`src/rtl/rom_burst_arbiter.sv`:
```
// Round-robin arbiter that shares one registered-output ROM port among NUM_REQ
// burst requesters and returns ID/LAST-tagged words under consumer backpressure.
module rom_burst_arbiter #(
  parameter  int NUM_REQ    = 4,
  parameter  int ADDR_WIDTH = 6,
  parameter  int DATA_WIDTH = 16,
  parameter  int LEN_WIDTH  = 6,
  localparam int ID_WIDTH   = $clog2(NUM_REQ)
) (
  input  logic                            CLK,
  input  logic                            RESET_N,
  input  logic [NUM_REQ-1:0]              REQ_VALID,
  input  logic [NUM_REQ*ADDR_WIDTH-1:0]   REQ_ADDR,
  input  logic [NUM_REQ*LEN_WIDTH-1:0]    REQ_LEN,
  output logic [NUM_REQ-1:0]              REQ_READY,
  output logic [ADDR_WIDTH-1:0]           ROM_ADDRESS,
  output logic                            ROM_ENABLE,
  input  logic [DATA_WIDTH-1:0]           ROM_DATA,
  output logic                            RSP_VALID,
  input  logic                            RSP_READY,
  output logic [DATA_WIDTH-1:0]           RSP_DATA,
  output logic [ID_WIDTH-1:0]             RSP_ID,
  output logic                            RSP_LAST,
  output logic                            BUSY
);

  typedef enum logic {IDLE, BURST} state_t;

  state_t                state, state_next;
  logic [ID_WIDTH-1:0]   ptr, id, winner, cand;
  logic [ADDR_WIDTH-1:0] addr;
  logic [LEN_WIDTH-1:0]  cnt;
  logic                  any_req, grant, issue;

  // Scan from the highest offset down so the nearest requester after ptr wins.
  always_comb begin
    // NOTE: every variable gets a default before any branch, so no latch is inferred.
    winner  = ptr;
    cand    = ptr;
    any_req = 1'b0;
    for (int k = NUM_REQ; k >= 1; k--) begin
      cand = ID_WIDTH'((int'(ptr) + k) % NUM_REQ);
      if (REQ_VALID[cand]) begin
        winner  = cand;
        any_req = 1'b1;
      end
    end
  end

  assign grant = (state == IDLE) && any_req;
  // A word may be issued only when the response slot is empty or draining.
  assign issue = (state == BURST) && (!RSP_VALID || RSP_READY);

  always_comb begin
    REQ_READY = '0;
    if (grant) REQ_READY[winner] = 1'b1;
  end

  always_comb begin
    state_next = state;
    case (state)
      IDLE:    if (any_req) state_next = BURST;
      BURST:   if (issue && cnt == '0) state_next = IDLE;
      default: state_next = IDLE;
    endcase
  end

  always_ff @(posedge CLK or negedge RESET_N) begin
    if (!RESET_N) begin
      // NOTE: sequential state uses non-blocking assignments so all registers update together.
      state <= IDLE;
      ptr   <= ID_WIDTH'(NUM_REQ - 1);
      id    <= '0;
      addr  <= '0;
      cnt   <= '0;
    end else begin
      state <= state_next;
      if (grant) begin
        ptr  <= winner;
        id   <= winner;
        addr <= REQ_ADDR[int'(winner)*ADDR_WIDTH +: ADDR_WIDTH];
        cnt  <= REQ_LEN[int'(winner)*LEN_WIDTH +: LEN_WIDTH];
      end else if (issue) begin
        addr <= addr + ADDR_WIDTH'(1);
        cnt  <= cnt - LEN_WIDTH'(1);
      end
    end
  end

  // Response tags track the ROM's one-cycle read latency.
  always_ff @(posedge CLK or negedge RESET_N) begin
    if (!RESET_N) begin
      RSP_VALID <= 1'b0;
      RSP_ID    <= '0;
      RSP_LAST  <= 1'b0;
    end else if (issue) begin
      RSP_VALID <= 1'b1;
      RSP_ID    <= id;
      RSP_LAST  <= (cnt == '0);
    end else if (RSP_READY) begin
      RSP_VALID <= 1'b0;
    end
  end

  assign ROM_ENABLE  = issue;
  assign ROM_ADDRESS = addr;
  assign RSP_DATA    = ROM_DATA;
  assign BUSY        = (state != IDLE) || RSP_VALID;

endmodule

```
`config.mk`:
```
export PLATFORM = sky130hd
export DESIGN_NAME = rom_burst_arbiter
export DESIGN_NICKNAME = d
export VERILOG_FILES = /design/src/rtl/rom_burst_arbiter.sv
export SDC_FILE = /design/constraint.sdc
export NUM_CORES = 1
export LEC_CHECK = 0
export ABC_AREA = 0
export BUFFER_PORTS_ARGS = -buffer_cell sky130_fd_sc_hd__buf_4
export CORE_MARGIN = 5
export CORE_UTILIZATION = 39
export CTS_CLUSTER_SIZE = 14
export DETAILED_ROUTE_END_ITERATION = 8
export MAX_ROUTING_LAYER = met4
export PLACE_DENSITY_LB_ADDON = 0.12
export SYNTH_ARGS = -nofsm -noshare
export SYNTH_HDL_FRONTEND = slang
export SYNTH_SLANG_ARGS = --single-unit
```
`constraint.sdc`:
```
create_clock -name CLK -period 1.87 [get_ports CLK]
set_input_delay 0.0935 -clock CLK [delete_from_list [all_inputs] [get_ports CLK]]
set_output_delay 0.0935 -clock CLK [all_outputs]
set_load 0.02 [all_outputs]
```
Word-level counts from Yosys, hierarchy flattened:

Index checks and enable logic that the tools add are counted.

* add/subtract/negate cells: 6
* multipliers: 1
* $lt $le $gt $ge: 6
* shift operators: 2
* muxes and demuxes: 28
* bitwise gates (word level): 1
* reductions and logical operators: 10

Operators by type and width (number)
* indexed part select 24 x 32 -> 6 bit: 1
* two-way mux 6 bit: 4
* indexed part select 24 x 6 -> 6 bit: 1
* < comparator 2 x 3 -> 1 bit, second input constant: 5
* two-way mux 1 bit: 13
* binary-select mux 1 bit (select 2 bit): 4
* two-way mux 2 bit: 4
* adder 6 x 1 -> 6 bit, second input constant: 1
* logical NOT 6 bit: 1
* subtractor 6 x 1 -> 6 bit, second input constant: 1
* adder 2 x 1 -> 2 bit, second input constant: 2
* adder 2 bit, second input constant: 2
* logical AND 1 bit: 4
* multiplier 2 x 2 -> 4 bit, second input constant: 1
* two-way mux 4 bit: 1
* nonzero test 2 bit: 2
* demux 1 bit (select 2 bit): 1
* greater-or-equal comparator 2 x 1 -> 1 bit, second input constant: 1
* logical OR 1 bit: 2
* case mux 1 bit (2 select lines): 1
* logical NOT 1 bit: 1
* inverter 1 bit: 1

* bits in registers: 21
* output and inout bits: 32

Logic depth before layout (Yosys ltp):

Gate-level depths: netlist of the first run.

* word-level depth: 12
* depth in mapped cells: 7
* gate-level depth less buffers: 6

Least setup slack after synthesis of the first run:

OpenSTA, ideal clock, no wires.

* kind: register -> register
* start point: register ptr[1]
* end point: register cnt[2]
* setup time: 126 ps
* data arrival time: 1774 ps
* required time: 1744 ps
* slack: -30 ps
* stages on the path, launching flop included: 6
* period minus slack after synthesis: 1900 ps
* path through: dfstp_2 -> and2b_1 -> a311oi_2 -> buf_6 -> mux2_2 -> a221o_1

* cells in the longest elaborated chain, start to end: 10
* elaborated cells on any way between the ends: 25
* those cells by class: 4 x add/sub; 1 x mul; 1 x shift; 17 x mux; 2 x reduce/logical

RTL lines
* start: declaration: line 30 `logic [ID_WIDTH-1:0] ptr, id, winner, cand;`
* start signal: assignment: line 72 `ptr <= ID_WIDTH'(NUM_REQ - 1);`
* start signal: assignment: line 79 `ptr <= winner;`
* adder 2 x 1 -> 2 bit: line 42 `cand = ID_WIDTH'((int'(ptr) + k) % NUM_REQ);`
* binary-select mux 1 bit (select 2 bit): line 43 `if (REQ_VALID[cand]) begin`
* two-way mux 1 bit (implied by the code): line 43
* two-way mux 2 bit (4 in a row): line 43
* multiplier 2 x 2 -> 4 bit: line 82 `cnt <= REQ_LEN[int'(winner)*LEN_WIDTH +: LEN_WIDTH];`
* indexed part select 24 x 6 -> 6 bit: line 82
* two-way mux 6 bit: line 78 `if (grant) begin`
* end signal: assignment: line 82
* end signal: assignment: line 85 `cnt <= cnt - LEN_WIDTH'(1);`
* end: declaration: line 32 `logic [LEN_WIDTH-1:0] cnt;`

Several ways; a longest one is shown, not always the timed one. The select of a mux whose other input is x is not followed.
A chain may end at the register's enable or synchronous reset.

Worst setup path after layout of the first run:

* start point: register ptr[1]
* end point: register cnt[1]

The elaborated chain is that of the path after synthesis.

==> impl_metrics.csv, run 1 <==
group,metric,value,unit
global_route,gr-total-overflow,0,
timing,postLayoutSetupSlackWorst,-0.138,ns
logic_synthesis,synth_top_cells_by_area,"dfrtp_1 (29%), mux2i_1 (14%), buf_4 (7.9%)",
worst_setup_path,ff2ff_setup_slack,-0.14,ns
cells_and_area,drive_above_1_share,48.6,%
status,status,"finished with violations",
pwr,vdd_drop_max,0.666,mV
global_route,antenna_found_initial,0,
timing,maxSlewViolCount,0,
pwr,clock_power_share,8.2,%
hold_path,hold_end,"ROM_ADDRESS[4]$_DFFE_PN0P_",
pwr,total_power,3690,uW
placement,routabilityCongestion,0.818,
detailed_routing,wire_per_inst,17.1,um
detailed_routing,drt_wl_total,5.09,mm
logic_synthesis,yosysTopAreaCellShare,29.3,%
worst_setup_path,end_kind,"flip-flop",
logic_synthesis,netlist_area,1620,um2
logic_synthesis,synth_nets,252,
cells_and_area,fin_area,2410,um2
timing,setup_viol_count_final,16,
cells_and_area,final_nets,322,
global_route,grt_pass1_vias,1751,
floorplanning,dieArea,5540,um2
worst_setup_path,crit_chain,"buf_6 > nand2b_4 > a32o_2 > or2_4 > buf_6 > a2111oi_2 > a311oi_2",
timing,rsz0062_at_grt,"true",
detailed_routing,antenna_left,0,
logic_synthesis,synth_top_area_cell,"dfrtp_1",
clock_tree,cts_sinks,21,
detailed_routing,drt-initial-drc-count,46,
worst_setup_path,reg2reg_from,"ptr[1]$_DFFE_PN1N_",
worst_setup_path,cpPeakStageDelay,0.45,ns
worst_setup_path,critical_path_class,"reg -> reg",
placement,portBuffers,70,
placement,dp_hpwl,3.82,mm
worst_setup_path,cp.required,2.00,ns
floorplanning,start_util,40.5,%
pwr,pwr-share-comb,66.9,%
cells_and_area,area_growth,48.7,%
detailed_routing,num_vias,1599,
flow_run,cap_violations,0,
pwr,p_switching,1590,uW
logic_synthesis,synth_edf_count,0,
floorplanning,ios,103,
timing,fin_crit,2.01,ns
global_route,grt_pass1_wl,8.04,mm
cells_and_area,final_util,60.2,%
logic_synthesis,syn_inst,178,
logic_synthesis,synth-seq-area-share,32.6,%
clock_tree,cts_tree,"built",
timing,period_share,107,%
clock_tree,clock_latency,0.26,ns
floorplanning,rows,23,
status,violations,"setup timing",
cells_and_area,nFillCells,360,
clock_tree,clk_path_buf_depth,2,
hold_path,whs_path_depth,3,
hold_path,hp-start,"REQ_ADDR[10]",
logic_synthesis,yosysWarnings,0,
worst_setup_path,start_kind,"flip-flop",
logic_synthesis,avgSynthCellArea,9.10,um2
timing,slew_headroom,61.4,%
floorplanning,coreArea,4000,um2
logic_synthesis,synth-seq-cells,21,
timing,fin_worst_skew,0.00445,ns
global_route,grt_usage,19.0,%
timing,tightest_slew,0.579,ns
worst_setup_path,ff2ff_path_depth,7,
worst_setup_path,crit_arrival,2.14,ns
pwr,intPower,2100,uW
detailed_routing,drc,0,
detailed_routing,firstDrtPassIters,5,
worst_setup_path,r2r-end,"cnt[1]$_DFFE_PN0P_",
placement,postPlaceCellArea,2150,um2
timing,whs,0.129,ns
timing,fmax,498,MHz
timing,hold_violations,0,
detailed_routing,vias_per_cell,5.38,
pwr,seqPwrFrac,24.9,%
cells_and_area,final_cells,297,
clock_tree,htree_levels,1,
floorplanning,die_w,74.5,um
pwr,pwr_density_cell,1530,nW/um2
logic_synthesis,synth_ff_type,"dfrtp_1",
clock_tree,cts-root-buf,"clkbuf_8",
hold_path,hold_path_class,"in -> reg",
clock_tree,clk_pin_slew_worst_paths,0.08,ns
worst_setup_path,slowest_stage,"a2111oi_2",
cells_and_area,num_antenna_cells,0,
pwr,p_leak,0.00119,uW
worst_setup_path,crit_fanout,6,
floorplanning,fp.dieH,74.5,um
pwr,sw_frac_of_total,43.0,%
global_route,grt_max_degree,22,
worst_setup_path,cpMostUsedCell,"buf_6",
placement,place_inst,285,
logic_synthesis,synth_cell_types,44,
clock_tree,numCtsBuffers,3,
logic_synthesis,async_reset_ff_share,100,%
[metrics by stage]
| stage | worst slack, ns | setup TNS [ns] |
|---|---|---|
| 2_1_floorplan | -0.0238 | -0.0238 |
| 3_3_place_gp | -0.0575 | -0.0945 |
| 3_5_place_dp | -0.0914 | -0.551 |
| 4_1_cts | -0.114 | -0.985 |
| 5_1_grt | -0.226 | -2.70 |
| 6_report | -0.138 | -1.18 |
[critical path, delay by kind of cell (launching register included)]
kind | cells | cell delay (ns)
buffers and inverters | 2 | 0.25
and+or+nand+nor | 2 | 0.42
AOI/OAI and AO/OA | 3 | 0.81
DFF | 1 | 0.41
[cell families (layout without fill, tap and decap cells)]
group | count (synthesis) | count (layout) | synth area share (%)
simple gates | 61 | 61 | 18.8
xor+xnor | 6 | 6 | 3.24
compound gates | 32 | 32 | 15.1
fa+ha+maj | 3 | 3 | 2.32
flops | 21 | 21 | 32.6
mux | 25 | 25 | 15.6
buf+inv | 30 | 99 | 12.4
[layout make-up]
class / instances / area (um2) / area share [%]
Timing Repair Buffer: 90 / 744 / 30.9
Sequential cell: 21 / 528 / 21.9
Clock inverter: 1 / 5.00 / 0.208
Clock buffer: 3 / 41.3 / 1.71
Tap cell: 50 / 62.6 / 2.60
Multi-Input combinational cell: 127 / 1010 / 41.9
Inverter: 5 / 18.8 / 0.779
[cell usage in the layout, fill, tap and decap left out, drive strengths merged, types with 4 or more instances in the layout]
cell type,count
buf,89
nand2,24
mux2i,23
dfrtp,19
nor2,9
a21oi,6
o221ai,6
nand2b,6
inv,5
xnor2,5
or3,4
and3,4
[how the worst max path moves through the flow]
| stage | from | end | slack [ns] | cells after the start |
|---|---|---|---|---|
| floorplan | ptr[1]$_DFFE_PN1N_ | cnt[2]$_DFFE_PN0P_ | -0.02 | 5 |
| global placement | ptr[0]$_DFFE_PN1N_ | cnt[2]$_DFFE_PN0P_ | -0.06 | 6 |
| detailed placement | ptr[0]$_DFFE_PN1N_ | cnt[2]$_DFFE_PN0P_ | -0.09 | 6 |
| CTS | ptr[0]$_DFFE_PN1N_ | cnt[2]$_DFFE_PN0P_ | -0.11 | 7 |
| global route | ptr[1]$_DFFE_PN1N_ | cnt[1]$_DFFE_PN0P_ | -0.23 | 7 |
| finish | ptr[1]$_DFFE_PN1N_ | cnt[1]$_DFFE_PN0P_ | -0.14 | 7 |
[power by group through the flow]
stage | clock network [uW] | registers (uW) | logic (uW)
after floorplan | 0 | 974 | 1320
after global placement | 0 | 906 | 2000
after detailed placement | 0 | 916 | 2050
after CTS | 311 | 915 | 2270
after global routing | 330 | 952 | 2700
final | 304 | 919 | 2470
[state kept, by name (all words and copies together), names as in the netlist]
register     flops
id               2
ptr              2
ROM_ADDRESS      6
state            1
RSP_LAST         1
RSP_ID           2
RSP_VALID        1
cnt              6
[synthesized netlist by cell type (3+ instances only)]
| master | n |
|---|---|
| inv_1 | 5 |
| a221oi_1 | 3 |
| ha_1 | 3 |
| o21ai_0 | 3 |
| nor3_1 | 3 |
| nand3_1 | 3 |
| buf_4 | 17 |
| dfrtp_1 | 19 |
| nor2_1 | 9 |
| xnor2_1 | 5 |
| nand2_1 | 24 |
| a21oi_1 | 6 |
| buf_6 | 3 |
| clkbuf_1 | 4 |
| mux2i_1 | 23 |
| or3_1 | 4 |
| o221ai_1 | 6 |
| nand2b_1 | 5 |
| and3_1 | 4 |
[per-layer routing]
layer	track usage [%]	vias to the layer above	part of all wire [%]
met2	32.4	62	52
met1	21.6	764	38
met4	6.32	0	1.4
li1	-	765	-
met3	5.00	8	8.0
met5	-	-	0
[repair_timing]
item                                   in CTS  in global routing
buffers inserted                            5                  2
setup endpoints to repair                  16                 17
gates resized for setup                    16                 18
endpoints found under the hold margin      21                  0
pin swaps                                   5                  8
hold buffers                                1                  0
Power figures use the tool's default switching activity.
==> run 2, diff against run 1 <==
CORE_UTILIZATION = 30   (was 39)
CTS_BUF_LIST = sky130_fd_sc_hd__clkbuf_2 sky130_fd_sc_hd__clkbuf_4 sky130_fd_sc_hd__clkbuf_8   (was not set)
==> run 2 against run 1 <==
Compared with the run above: the flow still finishes with violations (setup timing); non-clock buffer count grew 5; flip-flop and latch count stayed put; core utilization fell by 13 points; sequential share of layout area decreased by 0.15 points; clock-buffer cell count did not move; hold slack improved by 0.00079 ns; clock skew about the same; critical path type unchanged.
==> impl_metrics.csv, run 2 (synthesis gave the netlist of run 1 again) <==
group,metric,value,unit
floorplanning,coreArea,5170,um2
worst_setup_path,start_kind,"flip-flop",
pwr,total_power,3610,uW
worst_setup_path,end_kind,"flip-flop",
worst_setup_path,cpLargestDelayFamily,"compound AO/OA/AOI/OAI gates",
worst_setup_path,ff2ff_setup_slack,-0.11,ns
clock_tree,clock_latency,0.26,ns
worst_setup_path,cpPeakStageDelay,0.57,ns
cells_and_area,area_growth,49.7,%
clock_tree,clk_pin_slew_worst_paths,0.08,ns
global_route,antenna_found_initial,0,
pwr,intPower,2110,uW
clock_tree,numCtsBuffers,3,
placement,routabilityCongestion,0.813,
global_route,grt_usage,13.8,%
global_route,grt_pass1_vias,1671,
clock_tree,clk_path_buf_depth,2,
clock_tree,cts_sinks,21,
placement,dp_hpwl,3.61,mm
worst_setup_path,critical_path_class,"reg -> reg",
pwr,clock_power_share,8.3,%
timing,tightest_slew,0.508,ns
detailed_routing,drt-initial-drc-count,43,
clock_tree,cts_tree,"built",
detailed_routing,firstDrtPassIters,4,
timing,rsz0062_at_grt,"true",
timing,fin_worst_skew,0.00443,ns
detailed_routing,wire_per_inst,14.5,um
timing,maxSlewViolCount,0,
worst_setup_path,crit_chain,"nor2b_2 > and2b_1 > a311oi_4 > buf_6 > mux2_4 > a221o_1",
pwr,pwr_density_cell,1490,nW/um2
pwr,sw_frac_of_total,41.6,%
cells_and_area,drive_above_1_share,48.0,%
cells_and_area,num_antenna_cells,0,
worst_setup_path,cp-endpoint,"cnt[2]$_DFFE_PN0P_",
worst_setup_path,crit_arrival,2.13,ns
global_route,grt_max_degree,22,
pwr,seqPwrFrac,25.0,%
detailed_routing,vias_per_cell,4.80,
detailed_routing,drc,0,
timing,period_share,106,%
flow_run,cap_violations,0,
pwr,p_switching,1500,uW
global_route,grt_pass1_wl,7.83,mm
cells_and_area,nFillCells,511,
floorplanning,fp.dieH,83.5,um
timing,fin_crit,1.98,ns
global_route,gr-total-overflow,0,
worst_setup_path,reg2reg_from,"ptr[0]$_DFFE_PN1N_",
placement,portBuffers,70,
worst_setup_path,cp.required,2.01,ns
worst_setup_path,timing.critical_path.from,"ptr[0]$_DFFE_PN1N_",
status,status,"finished with violations",
pwr,p_leak,0.00120,uW
worst_setup_path,crit_fanout,5,
clock_tree,cts-root-buf,"clkbuf_8",
floorplanning,ios,103,
timing,slew_headroom,66.1,%
cells_and_area,layout_common_cells,"buf_4 (83), nand2_1 (22), mux2i_1 (22), dfrtp_1 (19), buf_6 (9)",
clock_tree,htree_levels,1,
floorplanning,dieArea,6970,um2
cells_and_area,final_nets,327,
floorplanning,die_w,83.5,um
pwr,vdd_drop_max,0.531,mV
timing,fmax,504,MHz
timing,setup_viol_count_final,10,
timing,hold_violations,0,
status,violations,"setup timing",
hold_path,hold_path_class,"in -> reg",
cells_and_area,final_common_cell,"buf_4",
detailed_routing,drt_wl_total,4.68,mm
floorplanning,rows,26,
worst_setup_path,crit_cells,6,
detailed_routing,num_vias,1546,
timing,postLayoutSetupSlackWorst,-0.114,ns
timing,finalSetupTns,-0.563,ns
placement,post-place-ws,-0.117,ns
floorplanning,start_util,31.3,%
pwr,pwr-share-comb,66.6,%
worst_setup_path,r2r-end,"cnt[2]$_DFFE_PN0P_",
worst_setup_path,ff2ff_path_depth,6,
detailed_routing,antenna_left,0,
cells_and_area,final_util,46.9,%
worst_setup_path,slowest_stage,"dfstp_2",
worst_setup_path,path_buf_inv,1,
[run 2: cell types whose count changed in the layout (fill, tap and decap cells not counted), sizes merged]
| cell | before | now |
|---|---|---|
| buf | 89 | 94 |
[run 2: worst min path at each step]
stage                             from                    endpoint  slack [ns]  depth (start not counted)
after floorplan                RESET_N  ROM_ADDRESS[0]$_DFFE_PN0P_       -0.20                          0
after global placement         RESET_N           id[1]$_DFFE_PN0N_     -0.0003                          1
after detailed placement       RESET_N       RSP_ID[1]$_DFFE_PN0P_      -0.007                          1
after CTS                 REQ_ADDR[10]  ROM_ADDRESS[4]$_DFFE_PN0P_        0.13                          3
after global routing        REQ_LEN[3]          cnt[3]$_DFFE_PN0P_        0.14                          3
final                       REQ_LEN[3]          cnt[3]$_DFFE_PN0P_        0.13                          3
[run 2: power groups by stage]
| stage | clock network (uW) | registers (uW) | logic [uW] |
|---|---|---|---|
| 2_1_floorplan | 0 | 974 | 1320 |
| 3_3_place_gp | 0 | 902 | 2130 |
| 3_5_place_dp | 0 | 906 | 2140 |
| 4_1_cts | 308 | 904 | 2380 |
| 5_1_grt | 330 | 942 | 2620 |
| 6_report | 301 | 904 | 2410 |
[run 2: worst reg2reg max path: stages (launching register included)]
cell,delay (ns)
dfstp_2,0.57
nor2b_2,0.07
and2b_1,0.18
a311oi_4,0.25
buf_6,0.18
mux2_4,0.30
a221o_1,0.32
[run 2: area by class of cell]
| cell class | instances | area (um2) | share of cell area (%) |
|---|---|---|---|
| clock buffer | 3 | 41.3 | 1.70 |
| clock inverter | 1 | 5.00 | 0.206 |
| inverter | 5 | 18.8 | 0.774 |
| multi-input combinational | 127 | 971 | 40.0 |
| sequential | 21 | 528 | 21.8 |
| tap | 70 | 87.6 | 3.61 |
| timing repair buffer | 95 | 774 | 31.9 |
[run 2: per-layer routing]
layer | up-vias | share of wire [%] | GRT usage, %
met1 | 711 | 46 | 17.5
met3 | 10 | 6.5 | 3.16
met5 | - | 0 | -
met2 | 54 | 46 | 22.2
met4 | 0 | 1.5 | 4.09
li1 | 771 | - | -
[run 2: timing repair]
| action | CTS | global route |
|---|---|---|
| buffers inserted | 8 | 0 |
| endpoints found under the setup margin | 14 | 16 |
| hold buffers | 1 | 0 |
| cloned | 0 | 0 |
| gates resized for setup | 18 | 6 |
| pin swaps | 6 | 3 |
| endpoints found under the hold margin | 21 | 0 |
[run 2: metrics by stage]
| step | area, um2 | hold slack [ns] | std cells |
|---|---|---|---|
| after floorplan | 1630 | -0.202 | 178 |
| after detailed placement | 2220 | -0.00696 | 309 |
| after global placement | 2220 | -0.000347 | 309 |
| after global routing | 2430 | 0.139 | 322 |
| after CTS | 2400 | 0.135 | 322 |
| final | 2430 | 0.130 | 322 |
==> run 3, diff against run 2 <==
clock period = 2 ns   (was 1.87 ns; I/O delays follow)
==> run 3 against run 2 <==
Compared with the run above: the run still ends with setup timing left; flip-flop and latch count did not move; clock power barely moved; non-clock buffer count fell by 9; worst setup slack improved by 0.10 ns; hold slack improved by 0.0052 ns; global-route usage barely moved; clock-buffer cell count rose by 1; final cell count fell by 2.8%; via count fell by 4.9%; largest power group unchanged; highest routed layer unchanged.
==> impl_metrics.csv, run 3 (synthesis gave the netlist of run 1 again) <==
group,metric,value,unit
status,status,"finished with violations",
status,violations,"setup timing",
floorplanning,start_util,31.3,%
clock_tree,cts_tree,"built",
detailed_routing,wire_per_inst,15.2,um
cells_and_area,nFillCells,523,
clock_tree,clk_path_buf_depth,2,
timing,postLayoutSetupSlackWorst,-0.0133,ns
timing,rsz0062_at_grt,"true",
clock_tree,cts-root-buf,"clkbuf_8",
global_route,grt_pass1_vias,1598,
global_route,grt_max_degree,22,
detailed_routing,antenna_left,0,
timing,period_share,101,%
floorplanning,coreArea,5170,um2
pwr,vdd_drop_max,0.450,mV
clock_tree,cts_sinks,21,
worst_setup_path,cpMostUsedCell,"buf_4",
placement,dp_hpwl,3.62,mm
timing,fmax,497,MHz
timing,tightest_slew,0.483,ns
clock_tree,clock_latency,0.26,ns
flow_run,cap_violations,0,
cells_and_area,multi_input_area,957,um2
pwr,pwr_density_cell,1390,nW/um2
timing,hold_violations,0,
detailed_routing,drt_wl_total,4.76,mm
worst_setup_path,cpLargestDelayFamily,"flip-flops",
timing,fin_worst_skew,0.000806,ns
placement,place_inst,302,
placement,routabilityCongestion,0.762,
timing,setup_viol_count_final,2,
detailed_routing,num_vias,1470,
floorplanning,fp.dieH,83.5,um
cells_and_area,drive_above_1_share,44.9,%
cells_and_area,num_antenna_cells,0,
global_route,grt_pass1_wl,7.69,mm
worst_setup_path,cp.required,1.90,ns
worst_setup_path,cpPeakStageDelay,0.57,ns
cells_and_area,final_cells,313,
timing,maxSlewViolCount,0,
global_route,gr-total-overflow,0,
worst_setup_path,start_kind,"flip-flop",
cells_and_area,area_growth,42.9,%
cells_and_area,final_nets,318,
worst_setup_path,crit_arrival,1.91,ns
detailed_routing,firstDrtPassIters,5,
detailed_routing,vias_per_cell,4.70,
worst_setup_path,crit_fanout,5,
clock_tree,clk_pin_slew_worst_paths,0.08,ns
clock_tree,htree_levels,1,
worst_setup_path,critical_path_class,"reg -> out",
clock_tree,numCtsBuffers,3,
global_route,grt_usage,13.8,%
floorplanning,ios,103,
global_route,antenna_found_initial,0,
detailed_routing,drt-initial-drc-count,53,
worst_setup_path,end_kind,"primary output",
cells_and_area,ff_latch_area,528,um2
worst_setup_path,slowest_stage,"dfstp_2",
pwr,p_leak,0.00115,uW
worst_setup_path,path_buf_inv,3,
placement,post-place-ws,-0.0295,ns
timing,slew_headroom,67.7,%
floorplanning,dieArea,6970,um2
cells_and_area,layout_common_cells,"buf_4 (81), nand2_1 (22), mux2i_1 (22), dfrtp_1 (19), nor2_1 (8)",
floorplanning,die_w,83.5,um
detailed_routing,drc,0,
worst_setup_path,crit_chain,"inv_1 > a32o_2 > or2_4 > buf_4 > and3_1 > buf_4",
timing,fin_crit,2.01,ns
cells_and_area,final_common_cell,"buf_4",
hold_path,hold_path_class,"in -> reg",
placement,portBuffers,70,
floorplanning,rows,26,
## run 3: final cells by class
cell class / count / share of cell area, %
Clock buffer: 4 / 2.11
Sequential cell: 21 / 22.8
Inverter: 5 / 0.810
Tap cell: 70 / 3.78
Timing Repair Buffer: 86 / 29.2
Multi-Input combinational cell: 127 / 41.3
## run 3: worst paths after layout
check	slack [ns]	start	to	cells after the start
min in group asynchronous	0.26	RESET_N	ROM_ADDRESS[4]$_DFFE_PN0P_	2
hold reg to reg	0.48	RSP_ID[0]$_DFFE_PN0P_	RSP_ID[0]$_DFFE_PN0P_	2
max in group asynchronous	1.46	RESET_N	ptr[1]$_DFFE_PN1N_	2
setup / recovery	-0.01	ptr[0]$_DFFE_PN1N_	REQ_READY[2]	6
setup reg to reg	-0.01	ptr[1]$_DFFE_PN1N_	cnt[2]$_DFFE_PN0P_	5
hold / removal	0.13	REQ_ADDR[10]	ROM_ADDRESS[4]$_DFFE_PN0P_	3
## run 3: worst register-to-register path: cells and delay by family, from the launching register on
kind / cells / cell delay [ns]
multiplexers: 1 / 0.30
AO/OA/AOI/OAI: 2 / 0.61
buffers and inverters: 1 / 0.20
flip-flops: 1 / 0.59
AND/OR/NAND/NOR: 1 / 0.21
## run 3: metal layers
layer  wire (um)  GRT usage (%)  up-vias
met3         220           2.47        4
li1            -              -      753
met2        2220           22.3       45
met1        2290           17.8      668
met4          26           3.80        0
met5           0              -        -
## run 3: metrics by stage
step                      utilization (%)  cell area (um2)  setup TNS, ns  hold WS [ns]  power (uW)
after floorplan                         -             1620              0        -0.196        2140
after global placement               41.2             2130              0       0.00626        2690
after detailed placement             41.2             2130        -0.0295       0.00808        2690
after CTS                            43.8             2260        -0.0621         0.135        3150
after global routing                 44.8             2320         -0.124         0.156        3450
final                                44.8             2320        -0.0232         0.135        3210
## run 3: power breakdown
| group | switching [uW] | total [uW] | internal (uW) |
|---|---|---|---|
| logic | 1030 | 2060 | 1040 |
| clock network | 147 | 302 | 156 |
| registers | 196 | 845 | 649 |
| total | 1370 | 3210 | 1840 |
## run 3: repair_timing
action | in CTS | in global routing
endpoints found under the hold margin | 21 | 0
pin swaps | 5 | 5
hold buffers | 1 | 0
gates resized for setup | 7 | 14
setup endpoints to repair | 5 | 16
setup buffers | 6 | 1
